## src/rtl/ad7357_pkg.sv

```systemverilog
// Shared types and constants for the AD7357 dual-channel serial capture block.
package ad7357_pkg;

  localparam int unsigned SampleW      = 14;
  localparam int unsigned DefaultNBits = 16;
  localparam int unsigned CntW         = 5;

  typedef enum logic [1:0] {
    StIdle,
    StSetup,
    StShift,
    StQuiet
  } state_e;

  // QUIET must also cover the capture pipeline so the last bit lands before IDLE.
  function automatic int unsigned quiet_len(input int unsigned quiet, input int unsigned dly);
    return (quiet > dly + 1) ? quiet : dly + 1;
  endfunction

endpackage

```

## src/rtl/ad7357_shift_rx.sv

```systemverilog
// Delayed shift enable, dual MSB-first shift register and frame-complete strobe.
module ad7357_shift_rx
  import ad7357_pkg::*;
#(
  parameter int unsigned N_BITS        = DefaultNBits,
  parameter int unsigned CAPTURE_DELAY = 2
) (
  input  logic              i_clk,
  input  logic              i_rst,
  input  logic              i_cken,
  input  logic              i_sdata_a,
  input  logic              i_sdata_b,
  output logic [N_BITS-1:0] o_frame_a,
  output logic [N_BITS-1:0] o_frame_b,
  output logic              o_done
);

  localparam logic [CntW-1:0] BitLast = CntW'(N_BITS - 1);

  logic [CAPTURE_DELAY-1:0] en_pipe_q;
  logic [N_BITS-1:0]        frame_a_q, frame_b_q;
  logic [CntW-1:0]          bit_cnt_q;
  logic                     done_q;
  logic                     shift_en;

  assign shift_en  = en_pipe_q[CAPTURE_DELAY-1];
  assign o_frame_a = frame_a_q;
  assign o_frame_b = frame_b_q;
  assign o_done    = done_q;

  always_ff @(posedge i_clk) begin
    if (i_rst) begin
      en_pipe_q <= '0;
      frame_a_q <= '0;
      frame_b_q <= '0;
      bit_cnt_q <= '0;
      done_q    <= 1'b0;
    end else begin
      en_pipe_q <= CAPTURE_DELAY'({en_pipe_q, i_cken});
      done_q    <= 1'b0;
      if (shift_en) begin
        frame_a_q <= {frame_a_q[N_BITS-2:0], i_sdata_a};
        frame_b_q <= {frame_b_q[N_BITS-2:0], i_sdata_b};
        if (bit_cnt_q == BitLast) begin
          bit_cnt_q <= '0;
          done_q    <= 1'b1;
        end else begin
          bit_cnt_q <= bit_cnt_q + CntW'(1);
        end
      end
    end
  end

endmodule

```

## src/rtl/ad7357_capture.sv

```systemverilog
// AD7357 frame sequencer: drives CS/SCLK enable, collects both channels, presents
// samples over a valid/ready handshake with overrun and leading-zero error pulses.
module ad7357_capture
  import ad7357_pkg::*;
#(
  parameter int unsigned N_BITS        = DefaultNBits,
  parameter int unsigned CAPTURE_DELAY = 2,
  parameter int unsigned QUIET_CYCLES  = 2
) (
  input  logic               i_clk,
  input  logic               i_rst,
  input  logic               i_start,
  output logic               o_busy,
  output logic               o_ctl_cken,
  output logic               o_adc_cs_n,
  input  logic               i_adc_sdata_a,
  input  logic               i_adc_sdata_b,
  output logic [SampleW-1:0] o_data_a,
  output logic [SampleW-1:0] o_data_b,
  output logic               o_valid,
  input  logic               i_ready,
  output logic               o_lz_err,
  output logic               o_overrun
);

  localparam int unsigned     QuietLen  = quiet_len(QUIET_CYCLES, CAPTURE_DELAY);
  localparam logic [CntW-1:0] ShiftLast = CntW'(N_BITS - 1);
  localparam logic [CntW-1:0] QuietLast = CntW'(QuietLen - 1);

  state_e          state_q, state_d;
  logic [CntW-1:0] cnt_q, cnt_d;
  logic            busy_q, busy_d;
  logic            cken_q, cken_d;
  logic            cs_n_q, cs_n_d;

  logic [SampleW-1:0] data_a_q, data_b_q;
  logic               valid_q, lz_q, ovr_q;

  logic [N_BITS-1:0] frame_a, frame_b;
  logic              frame_done;
  logic              lead_nz;

  always_ff @(posedge i_clk) begin
    if (i_rst) begin
      state_q <= StIdle;
      cnt_q   <= '0;
      busy_q  <= 1'b0;
      cken_q  <= 1'b0;
      cs_n_q  <= 1'b1;
    end else begin
      state_q <= state_d;
      cnt_q   <= cnt_d;
      busy_q  <= busy_d;
      cken_q  <= cken_d;
      cs_n_q  <= cs_n_d;
    end
  end

  always_comb begin
    state_d = state_q;
    cnt_d   = cnt_q;
    unique case (state_q)
      StIdle: begin
        if (i_start) state_d = StSetup;
      end
      StSetup: begin
        state_d = StShift;
        cnt_d   = '0;
      end
      StShift: begin
        if (cnt_q == ShiftLast) begin
          state_d = StQuiet;
          cnt_d   = '0;
        end else begin
          cnt_d = cnt_q + CntW'(1);
        end
      end
      StQuiet: begin
        if (cnt_q == QuietLast) begin
          state_d = StIdle;
          cnt_d   = '0;
        end else begin
          cnt_d = cnt_q + CntW'(1);
        end
      end
      default: begin
        state_d = StIdle;
        cnt_d   = '0;
      end
    endcase
  end

  // Outputs are decoded from the next state so they register alongside it.
  always_comb begin
    busy_d = 1'b0;
    cken_d = 1'b0;
    cs_n_d = 1'b1;
    unique case (state_d)
      StIdle: ;
      StSetup: begin
        busy_d = 1'b1;
        cs_n_d = 1'b0;
      end
      StShift: begin
        busy_d = 1'b1;
        cs_n_d = 1'b0;
        cken_d = 1'b1;
      end
      StQuiet: begin
        busy_d = 1'b1;
      end
      default: ;
    endcase
  end

  ad7357_shift_rx #(
    .N_BITS       (N_BITS),
    .CAPTURE_DELAY(CAPTURE_DELAY)
  ) u_shift_rx (
    .i_clk    (i_clk),
    .i_rst    (i_rst),
    .i_cken   (cken_q),
    .i_sdata_a(i_adc_sdata_a),
    .i_sdata_b(i_adc_sdata_b),
    .o_frame_a(frame_a),
    .o_frame_b(frame_b),
    .o_done   (frame_done)
  );

  assign lead_nz = (|frame_a[N_BITS-1:SampleW]) | (|frame_b[N_BITS-1:SampleW]);

  always_ff @(posedge i_clk) begin
    if (i_rst) begin
      data_a_q <= '0;
      data_b_q <= '0;
      valid_q  <= 1'b0;
      lz_q     <= 1'b0;
      ovr_q    <= 1'b0;
    end else begin
      lz_q  <= 1'b0;
      ovr_q <= 1'b0;
      if (frame_done) begin
        lz_q <= lead_nz;
        if (!valid_q || i_ready) begin
          data_a_q <= frame_a[SampleW-1:0];
          data_b_q <= frame_b[SampleW-1:0];
          valid_q  <= 1'b1;
        end else begin
          ovr_q <= 1'b1;
        end
      end else if (valid_q && i_ready) begin
        valid_q <= 1'b0;
      end
    end
  end

  assign o_busy     = busy_q;
  assign o_ctl_cken = cken_q;
  assign o_adc_cs_n = cs_n_q;
  assign o_data_a   = data_a_q;
  assign o_data_b   = data_b_q;
  assign o_valid    = valid_q;
  assign o_lz_err   = lz_q;
  assign o_overrun  = ovr_q;

endmodule

```

## config.mk

```make
export PLATFORM = sky130hd
export DESIGN_NAME = ad7357_capture
export DESIGN_NICKNAME = d
export VERILOG_FILES = /design/src/rtl/ad7357_pkg.sv /design/src/rtl/ad7357_shift_rx.sv /design/src/rtl/ad7357_capture.sv
export SDC_FILE = /design/constraint.sdc
export NUM_CORES = 1
export LEC_CHECK = 0
export ABC_AREA = 1
export CORE_UTILIZATION = 57
export CTS_BUF_LIST = sky130_fd_sc_hd__clkbuf_8
export DETAILED_ROUTE_END_ITERATION = 8
export PLACE_DENSITY = 0.93
export SYNTH_ARGS = -nofsm -noshare
export SYNTH_HDL_FRONTEND = slang
export SYNTH_SLANG_ARGS = --single-unit
```

## constraint.sdc

```tcl
create_clock -name i_clk -period 1.7 [get_ports i_clk]
set_input_delay 0.255 -clock i_clk [delete_from_list [all_inputs] [get_ports i_clk]]
set_output_delay 0.255 -clock i_clk [all_outputs]
set_load 0.02 [all_outputs]
```

==> impl_metrics.yaml, run 1 <==
routing:
  finalWirelength_mm: 5.89
  drc: 0
  antenna_left: 0
  drt_iter0_drc: 72
  wl_met2_mm: 3.00
  avgViaCountPerCell: 5.14
  highest_layer: "met4"
  route.met3.wl_um: 283
  vias: 2568
  dr.pass1.iters: 5
  wire_per_inst_um: 11.8
  drt-met1-wl_mm: 2.48
layout:
  antenna_cells: 0
  multi_input_area_um2: 1330
  design_area_um2: 3790
  nFillCells: 417
  post-route-util: 0.720
  area_delta_synth_final_pct: 18.3
  nets: 438
  drive_above_1_share: 0.186
  final-seq-area_um2: 1620
timing:
  rsz0062_at_grt: "no"
  period_needed_ps: 1590
  hold_violations: 0
  setup_viol: 0
  fin_ws_ps: 115
  fin_skew_ps: 6.76
  setup_tns_ps: 0
  drv_slew: 0
  worstMarginPinSlew_ps: 546
  fin_crit_sh: 0.932
  slew_headroom: 0.635
  fmaxAchievable_mhz: 631
worst_hold_path:
  hp-start: "u_shift_rx.en_pipe_q[0]$_SDFF_PP0_"
  hp-class: "reg -> reg"
placed_design:
  gp_congestion: 0.838
  place_ws_ps: 42.8
  io_buffers: 39
  hpwl_mm: 3.91
  dpl_cell_area_um2: 3610
global_route:
  grt_overflow: 0
  grt_start_max_net_pins: 34
  grt_usage: 0.216
  grt_pass1_vias: 2454
  antenna_found_initial: 0
  grt_pass1_wl_mm: 10.2
synthesis:
  synthTopCellsByArea: "dfxtp_1 51%, nor2_1 14%, o21ai_0 6.4%, o21ai_2 5.5%, nor2_2 4.1%"
  synthArstFlopShare: 0
  yosysMostFrequentCell: "nor2_1"
  synth_fp_nets: 402
  ys_seq_area_frac: 0.506
  synth-seq-cells: 81
  synth_common_cells: "120 x nor2_1, 81 x dfxtp_1, 41 x o21ai_0, 23 x nand2_1, 21 x nor2_2"
  yosys_warnings: 0
  synth_ff_type: "dfxtp_1"
  synth_area_per_cell_um2: 8.24
  netlist.area_leader.share: 0.506
  ys_types: 28
  synth_edf_count: 0
  syn_inst: 389
  syn-cell-area_um2: 3210
  yosys.area.top_type: "dfxtp_1"
clocking:
  clock-root-buffer: "clkbuf_8"
  htree_num_levels: 3
  post_cts_buffers: 0
  ctsHoldBuffers: 0
  clock_path_buffers: 2
  cts_buffers: 9
  cts_sinks: 81
  worstSkewPairLatency_ps: 360
  clk_pin_slew_ps: 80
  cts_tree: "yes"
  cts_resized: 0
flow_run:
  cap_violations: 0
power:
  power.density_nw_per_um2: 907
  ir_drop_mv: 0.680
  p_leak_nw: 1.60
die:
  core_um2: 5270
  dieArea_um2: 5930
  die_w_um: 77.0
  initial_core_util: 0.608
  ios: 40
  die_h_um: 77.0
  num_rows: 26
setup_path:
  start_kind: "register"
  crit_fanout: 2
  worstReg2RegStart: "cnt_q[0]$_SDFFE_PP0P_"
  required_ps: 1440
  end_kind: "primary output"
  cp_data_arrival_time_ps: 1330
  path_class: "reg -> out"
  slowest_stage: "clkdlybuf4s50_1"
  crit_path_start: "o_valid$_SDFFE_PP0P_"
  slowest_delay_ps: 610
  worst-path-buf-inv: 1
  timing.critical_path.cells: "clkdlybuf4s50_1"
  path_delay_family: "buffers and inverters"
run_status:
  status: "completed"
[flip-flops by register name, indices dropped and copies added (netlist names)]
signal / cells
u_shift_rx.o_frame_a: 16
u_shift_rx.o_frame_b: 16
o_data_a: 14
o_data_b: 14
cnt_q: 5
u_shift_rx.bit_cnt_q: 5
state_q: 2
u_shift_rx.en_pipe_q: 2
o_adc_cs_n: 1
o_busy: 1
o_ctl_cken: 1
o_lz_err: 1
o_overrun: 1
o_valid: 1
u_shift_rx.o_done: 1
[tightest hold or removal path: cells and delay by family (launching register included)]
family,cells,cell delay (ps)
and+or+nand+nor,1,30
DFF,1,300
buffers and inverters,1,40
[worst paths after layout]
path | slack, ps | cells past startpoint | to
max | 110 | 1 | o_valid
min | 410 | 2 | u_shift_rx.en_pipe_q[1]$_SDFF_PP0_
max reg2reg | 140 | 9 | o_adc_cs_n$_SDFF_PP1_
min reg2reg | 410 | 2 | u_shift_rx.en_pipe_q[1]$_SDFF_PP0_
[final cells by class]
class                      count  area share
inverter                      26      0.0271
tap                           70      0.0231
sequential                    81       0.428
clock inverter                 6      0.0106
timing repair buffer          45       0.125
clock buffer                  10      0.0363
multi-input combinational    262       0.350
[cells by family (layout without fill, tap and decap cells)]
logic type      Yosys count  count (layout)  share of synthesized area
simple gates            184             184                      0.247
compound gates           70              70                      0.136
fa+ha+maj                 7               7                     0.0273
flops                    81              81                      0.506
xor+xnor                  1               1                    0.00273
buf+inv                  46              87                     0.0808
[layout by cell type, fill, tap and decap left out, types with 3 or more instances in the layout]
cell	count
nor2_1	119
clkbuf_8	10
nand2_2	3
inv_1	20
dfxtp_1	79
buf_4	3
nor2_2	22
clkdlybuf4s50_1	39
nand2_1	23
clkinv_2	3
o21ai_2	20
buf_12	3
ha_1	7
inv_6	3
nand3_1	10
inv_2	5
o21ai_0	41
a21oi_1	4
[stage by stage]
step / hold WS, ps / cells / power (mW)
6_report: 410 / 500 / 3.44
5_1_grt: 450 / 500 / 3.59
4_1_cts: 411 / 500 / 3.47
3_5_place_dp: 397 / 484 / 2.21
3_3_place_gp: 390 / 484 / 2.21
2_1_floorplan: 367 / 389 / 2.15
[power by group]
part / switching [mW] / internal, mW
combinational: 0.121 / 0.0839
clock: 0.698 / 0.572
sequential: 0.0319 / 1.93
total: 0.851 / 2.59
[routing by layer]
| layer | GRT usage | up-vias |
|---|---|---|
| li1 | - | 1304 |
| met1 | 0.233 | 1178 |
| met2 | 0.390 | 69 |
| met3 | 0.0726 | 17 |
| met4 | 0.0774 | 0 |
| met5 | 0 | - |
No activity file was read; power rests on OpenSTA's default activity.
==> run 2: changes to the inputs <==
CORE_MARGIN = 2   (was unset)
==> impl_metrics.yaml, run 2 (synthesis gave the netlist of run 1 again) <==
die:
  core_um2: 5470
  initial_core_util: 0.586
  dieArea_um2: 6240
  die_w_um: 79.0
  ios: 40
  num_rows: 27
  die_h_um: 79.0
power:
  ir_drop_mv: 0.608
  power.density_nw_per_um2: 972
  p_leak_nw: 1.62
setup_path:
  start_kind: "register"
  regToRegSetupSlack_ps: 110
  worstRegToRegCells: 9
  r2r_end: "o_adc_cs_n$_SDFF_PP1_"
  path_class: "reg -> reg"
  end_kind: "register"
  cp_data_arrival_time_ps: 1820
  worstReg2RegStart: "cnt_q[0]$_SDFFE_PP0P_"
  required_ps: 1930
  crit_fanout: 5
placed_design:
  hpwl_mm: 3.83
  place_inst: 486
  io_buffers: 39
  gp_congestion: 0.938
layout:
  final_common_cell: "nor2_1"
  drive_above_1_share: 0.186
  antenna_cells: 0
  final_cells: 502
  final_cell_mix: "119 x nor2_1, 79 x dfxtp_1, 41 x o21ai_0, 39 x clkdlybuf4s50_1, 23 x nand2_1"
  nets: 438
  area_delta_synth_final_pct: 20.1
timing:
  fin_skew_ps: 7.92
  slew_headroom: 0.636
  worstMarginPinSlew_ps: 545
  drv_slew: 0
  fmaxAchievable_mhz: 631
  fin_crit_sh: 0.933
  hold_violations: 0
  period_needed_ps: 1590
  rsz0062_at_grt: "no"
  setup_tns_ps: 0
  setup_viol: 0
worst_hold_path:
  hold_depth: 2
  hp-class: "reg -> reg"
  hp-start: "u_shift_rx.en_pipe_q[0]$_SDFF_PP0_"
  holdPathEnd: "u_shift_rx.en_pipe_q[1]$_SDFF_PP0_"
clocking:
  ctsHoldBuffers: 0
  cts_resized: 0
  cts_tree: "yes"
  cts_sinks: 81
  cts_buffers: 9
  clock_path_buffers: 2
  worstSkewPairLatency_ps: 350
  post_cts_buffers: 0
  clock-root-buffer: "clkbuf_8"
  clk_pin_slew_ps: 80
  htree_num_levels: 3
global_route:
  antenna_found_initial: 0
  grt_start_max_net_pins: 34
  grt_pass1_wl_mm: 9.81
  grt_pass1_vias: 2326
  grt_usage: 0.201
  grt_overflow: 0
routing:
  antenna_left: 0
  drc: 0
  finalWirelength_mm: 5.79
  avgViaCountPerCell: 5.03
  drt_iter0_drc: 170
  wire_per_inst_um: 11.5
  dr.pass1.iters: 4
  vias: 2525
run_status:
  status: "completed"
flow_run:
  cap_violations: 0
-- run 2: cell types whose count changed in the layout (fill, tap and decap cells not counted), sizes merged --
cell / before / now
clkinv: 3 / 0
clkinvlp: 1 / 2
inv: 28 / 27
bufinv: 0 / 2
clkbuf: 10 / 11
-- run 2: where the power goes --
part	switching, mW	internal (mW)	leakage [nW]	total, mW
registers	0.0333	1.93	0.656	1.97
logic	0.121	0.0844	0.848	0.206
clock network	0.666	0.902	0.113	1.57
total	0.821	2.92	1.62	3.74
-- run 2: area by class of cell --
class	count	area, um2
sequential	81	1620
fill	434	1620
multi-input combinational	262	1330
timing repair buffer	45	473
clock buffer	11	151
inverter	26	103
tap	72	90.1
clock inverter	5	78.8
-- run 2: how the worst max path moves through the flow --
stage | slack, ps | from | to | depth (start not counted)
floorplan | 240 | cnt_q[0]$_SDFFE_PP0P_ | o_adc_cs_n$_SDFF_PP1_ | 9
global placement | 170 | cnt_q[0]$_SDFFE_PP0P_ | o_adc_cs_n$_SDFF_PP1_ | 9
detailed placement | 60 | cnt_q[0]$_SDFFE_PP0P_ | o_adc_cs_n$_SDFF_PP1_ | 9
CTS | 60 | cnt_q[0]$_SDFFE_PP0P_ | o_adc_cs_n$_SDFF_PP1_ | 9
global route | 20 | cnt_q[0]$_SDFFE_PP0P_ | o_adc_cs_n$_SDFF_PP1_ | 9
finish | 110 | cnt_q[0]$_SDFFE_PP0P_ | o_adc_cs_n$_SDFF_PP1_ | 9
-- run 2: metrics by stage --
| stage | utilization | hold WS, ps | setup slack, ps | cell area [um2] | power [mW] |
|---|---|---|---|---|---|
| global placement | 0.660 | 395 | 170 | 3610 | 2.21 |
| detailed placement | 0.660 | 399 | 57.7 | 3610 | 2.21 |
| floorplan | - | 367 | 238 | 3210 | 2.15 |
| global route | 0.703 | 433 | 24.1 | 3850 | 3.88 |
| finish | 0.703 | 410 | 114 | 3850 | 3.74 |
| CTS | 0.702 | 413 | 55.7 | 3840 | 3.77 |
-- run 2: worst max-delay path, stage by stage, from the launching register on --
cell and delay (ps):
dfxtp_2 370, ha_1 180, nand2_1 90, nor2_2 130, ha_2 200, nand2_1 60
nand2_1 80, a21oi_2 50, ha_1 280, nand2_1 50
-- run 2: routing by layer --
| metal | share of wire | up-vias | wire [um] | global-route usage |
|---|---|---|---|---|
| li1 | - | 1298 | - | - |
| met1 | 0.43 | 1126 | 2480 | 0.238 |
| met2 | 0.50 | 88 | 2880 | 0.342 |
| met3 | 0.051 | 13 | 293 | 0.0364 |
| met4 | 0.022 | 0 | 129 | 0.117 |
| met5 | 0 | - | 0 | 0 |
==> run 3: changes to the inputs <==
HOLD_SLACK_MARGIN = 0.12   (was unset)
PLACE_DENSITY = 0.82   (was 0.93)
==> impl_metrics.yaml, run 3 (synthesis gave the netlist of run 1 again) <==
worst_hold_path:
  holdPathEnd: "u_shift_rx.en_pipe_q[1]$_SDFF_PP0_"
  hp-class: "reg -> reg"
  hp-start: "u_shift_rx.en_pipe_q[0]$_SDFF_PP0_"
  hold_depth: 2
timing:
  fin_skew_ps: 5.03
  worstMarginPinSlew_ps: 532
  fin_crit_sh: 0.934
  hold_violations: 0
  fmaxAchievable_mhz: 630
  slew_headroom: 0.645
  period_needed_ps: 1590
  drv_slew: 0
  setup_tns_ps: 0
  setup_viol: 0
  fin_ws_ps: 113
  hold_slack_ps: 407
clocking:
  cts_tree: "yes"
  cts_buffers: 9
  htree_num_levels: 3
  clk_pin_slew_ps: 80
  clock_path_buffers: 2
  cts_sinks: 81
  worstSkewPairLatency_ps: 340
  cts_resized: 0
  ctsHoldBuffers: 0
  clock-root-buffer: "clkbuf_8"
  post_cts_buffers: 0
setup_path:
  path_class: "reg -> reg"
  start_kind: "register"
  r2r_end: "o_adc_cs_n$_SDFF_PP1_"
  crit_fanout: 4
  crit_path_start: "cnt_q[1]$_SDFFE_PP0P_"
  cp_data_arrival_time_ps: 1820
  regToRegSetupSlack_ps: 110
  end_kind: "register"
  worstRegToRegCells: 9
  required_ps: 1940
  worstReg2RegStart: "cnt_q[1]$_SDFFE_PP0P_"
routing:
  antenna_left: 0
  finalWirelength_mm: 5.61
  vias: 2471
  drc: 0
  dr.pass1.iters: 4
  drt_iter0_drc: 126
  wire_per_inst_um: 11.2
  avgViaCountPerCell: 4.92
power:
  p_leak_nw: 1.63
  ir_drop_mv: 0.590
  power.density_nw_per_um2: 965
die:
  core_um2: 5470
  initial_core_util: 0.586
  die_w_um: 79.0
  die_h_um: 79.0
  ios: 40
  dieArea_um2: 6240
  num_rows: 27
layout:
  final_cell_mix: "119 x nor2_1, 80 x dfxtp_1, 41 x o21ai_0, 39 x clkdlybuf4s50_1"
  multi_input_area_um2: 1330
  area_delta_synth_final_pct: 19.8
  nFillCells: 440
  design_area_um2: 3840
  antenna_cells: 0
  final-seq-area_um2: 1620
  drive_above_1_share: 0.177
  post-route-util: 0.701
  nets: 438
  final_common_cell: "nor2_1"
placed_design:
  io_buffers: 39
  gp_congestion: 0.919
  place_ws_ps: 130
  dpl_cell_area_um2: 3610
  hpwl_mm: 3.64
global_route:
  grt_overflow: 0
  grt_usage: 0.194
  grt_pass1_wl_mm: 9.67
  grt_start_max_net_pins: 34
  antenna_found_initial: 0
  grt_pass1_vias: 2288
run_status:
  status: "completed"
flow_run:
  cap_violations: 0
[run 3: cell count changes in the layout (fill, tap and decap cells not counted), sizes merged]
cell / previous run / this run
inv: 27 / 29
clkinvlp: 2 / 0
[run 3: final cells by class]
class / instances / area share
Inverter: 26 / 0.0267
Clock inverter: 5 / 0.0186
Timing Repair Buffer: 45 / 0.123
Tap cell: 72 / 0.0235
Multi-Input combinational cell: 262 / 0.346
Sequential cell: 81 / 0.423
Clock buffer: 11 / 0.0394
[run 3: how the worst max path moves through the flow]
stage	endpoint	slack, ps	cells past startpoint
finish	o_adc_cs_n$_SDFF_PP1_	110	9
global route	o_adc_cs_n$_SDFF_PP1_	-40	9
CTS	o_adc_cs_n$_SDFF_PP1_	120	9
detailed placement	o_adc_cs_n$_SDFF_PP1_	130	9
global placement	o_adc_cs_n$_SDFF_PP1_	180	9
floorplan	o_adc_cs_n$_SDFF_PP1_	240	9
[run 3: power by group]
part / leakage, nW / internal [mW] / total, mW / switching (mW)
clock: 0.123 / 0.893 / 1.54 / 0.643
sequential: 0.655 / 1.93 / 1.96 / 0.0308
combinational: 0.850 / 0.0843 / 0.203 / 0.119
total: 1.63 / 2.91 / 3.70 / 0.793
[run 3: critical path, cell delays in order, from the launching register on]
cell,delay (ps)
dfxtp_1,380
ha_1,190
nand2_1,100
nor2_2,140
ha_1,180
nand2_1,60
nand2_1,80
a21oi_2,50
ha_1,280
nand2_1,50
[run 3: per-layer routing]
metal	global-route usage	wire [um]
met3	0.0375	223
met1	0.242	2600
met2	0.317	2660
met4	0.105	134
met5	0	0
[run 3: per-stage QoR]
step	power (mW)	cells
final	3.70	502
after global routing	3.83	502
after CTS	3.73	502
after detailed placement	2.21	486
after global placement	2.21	486
after floorplan	2.15	389
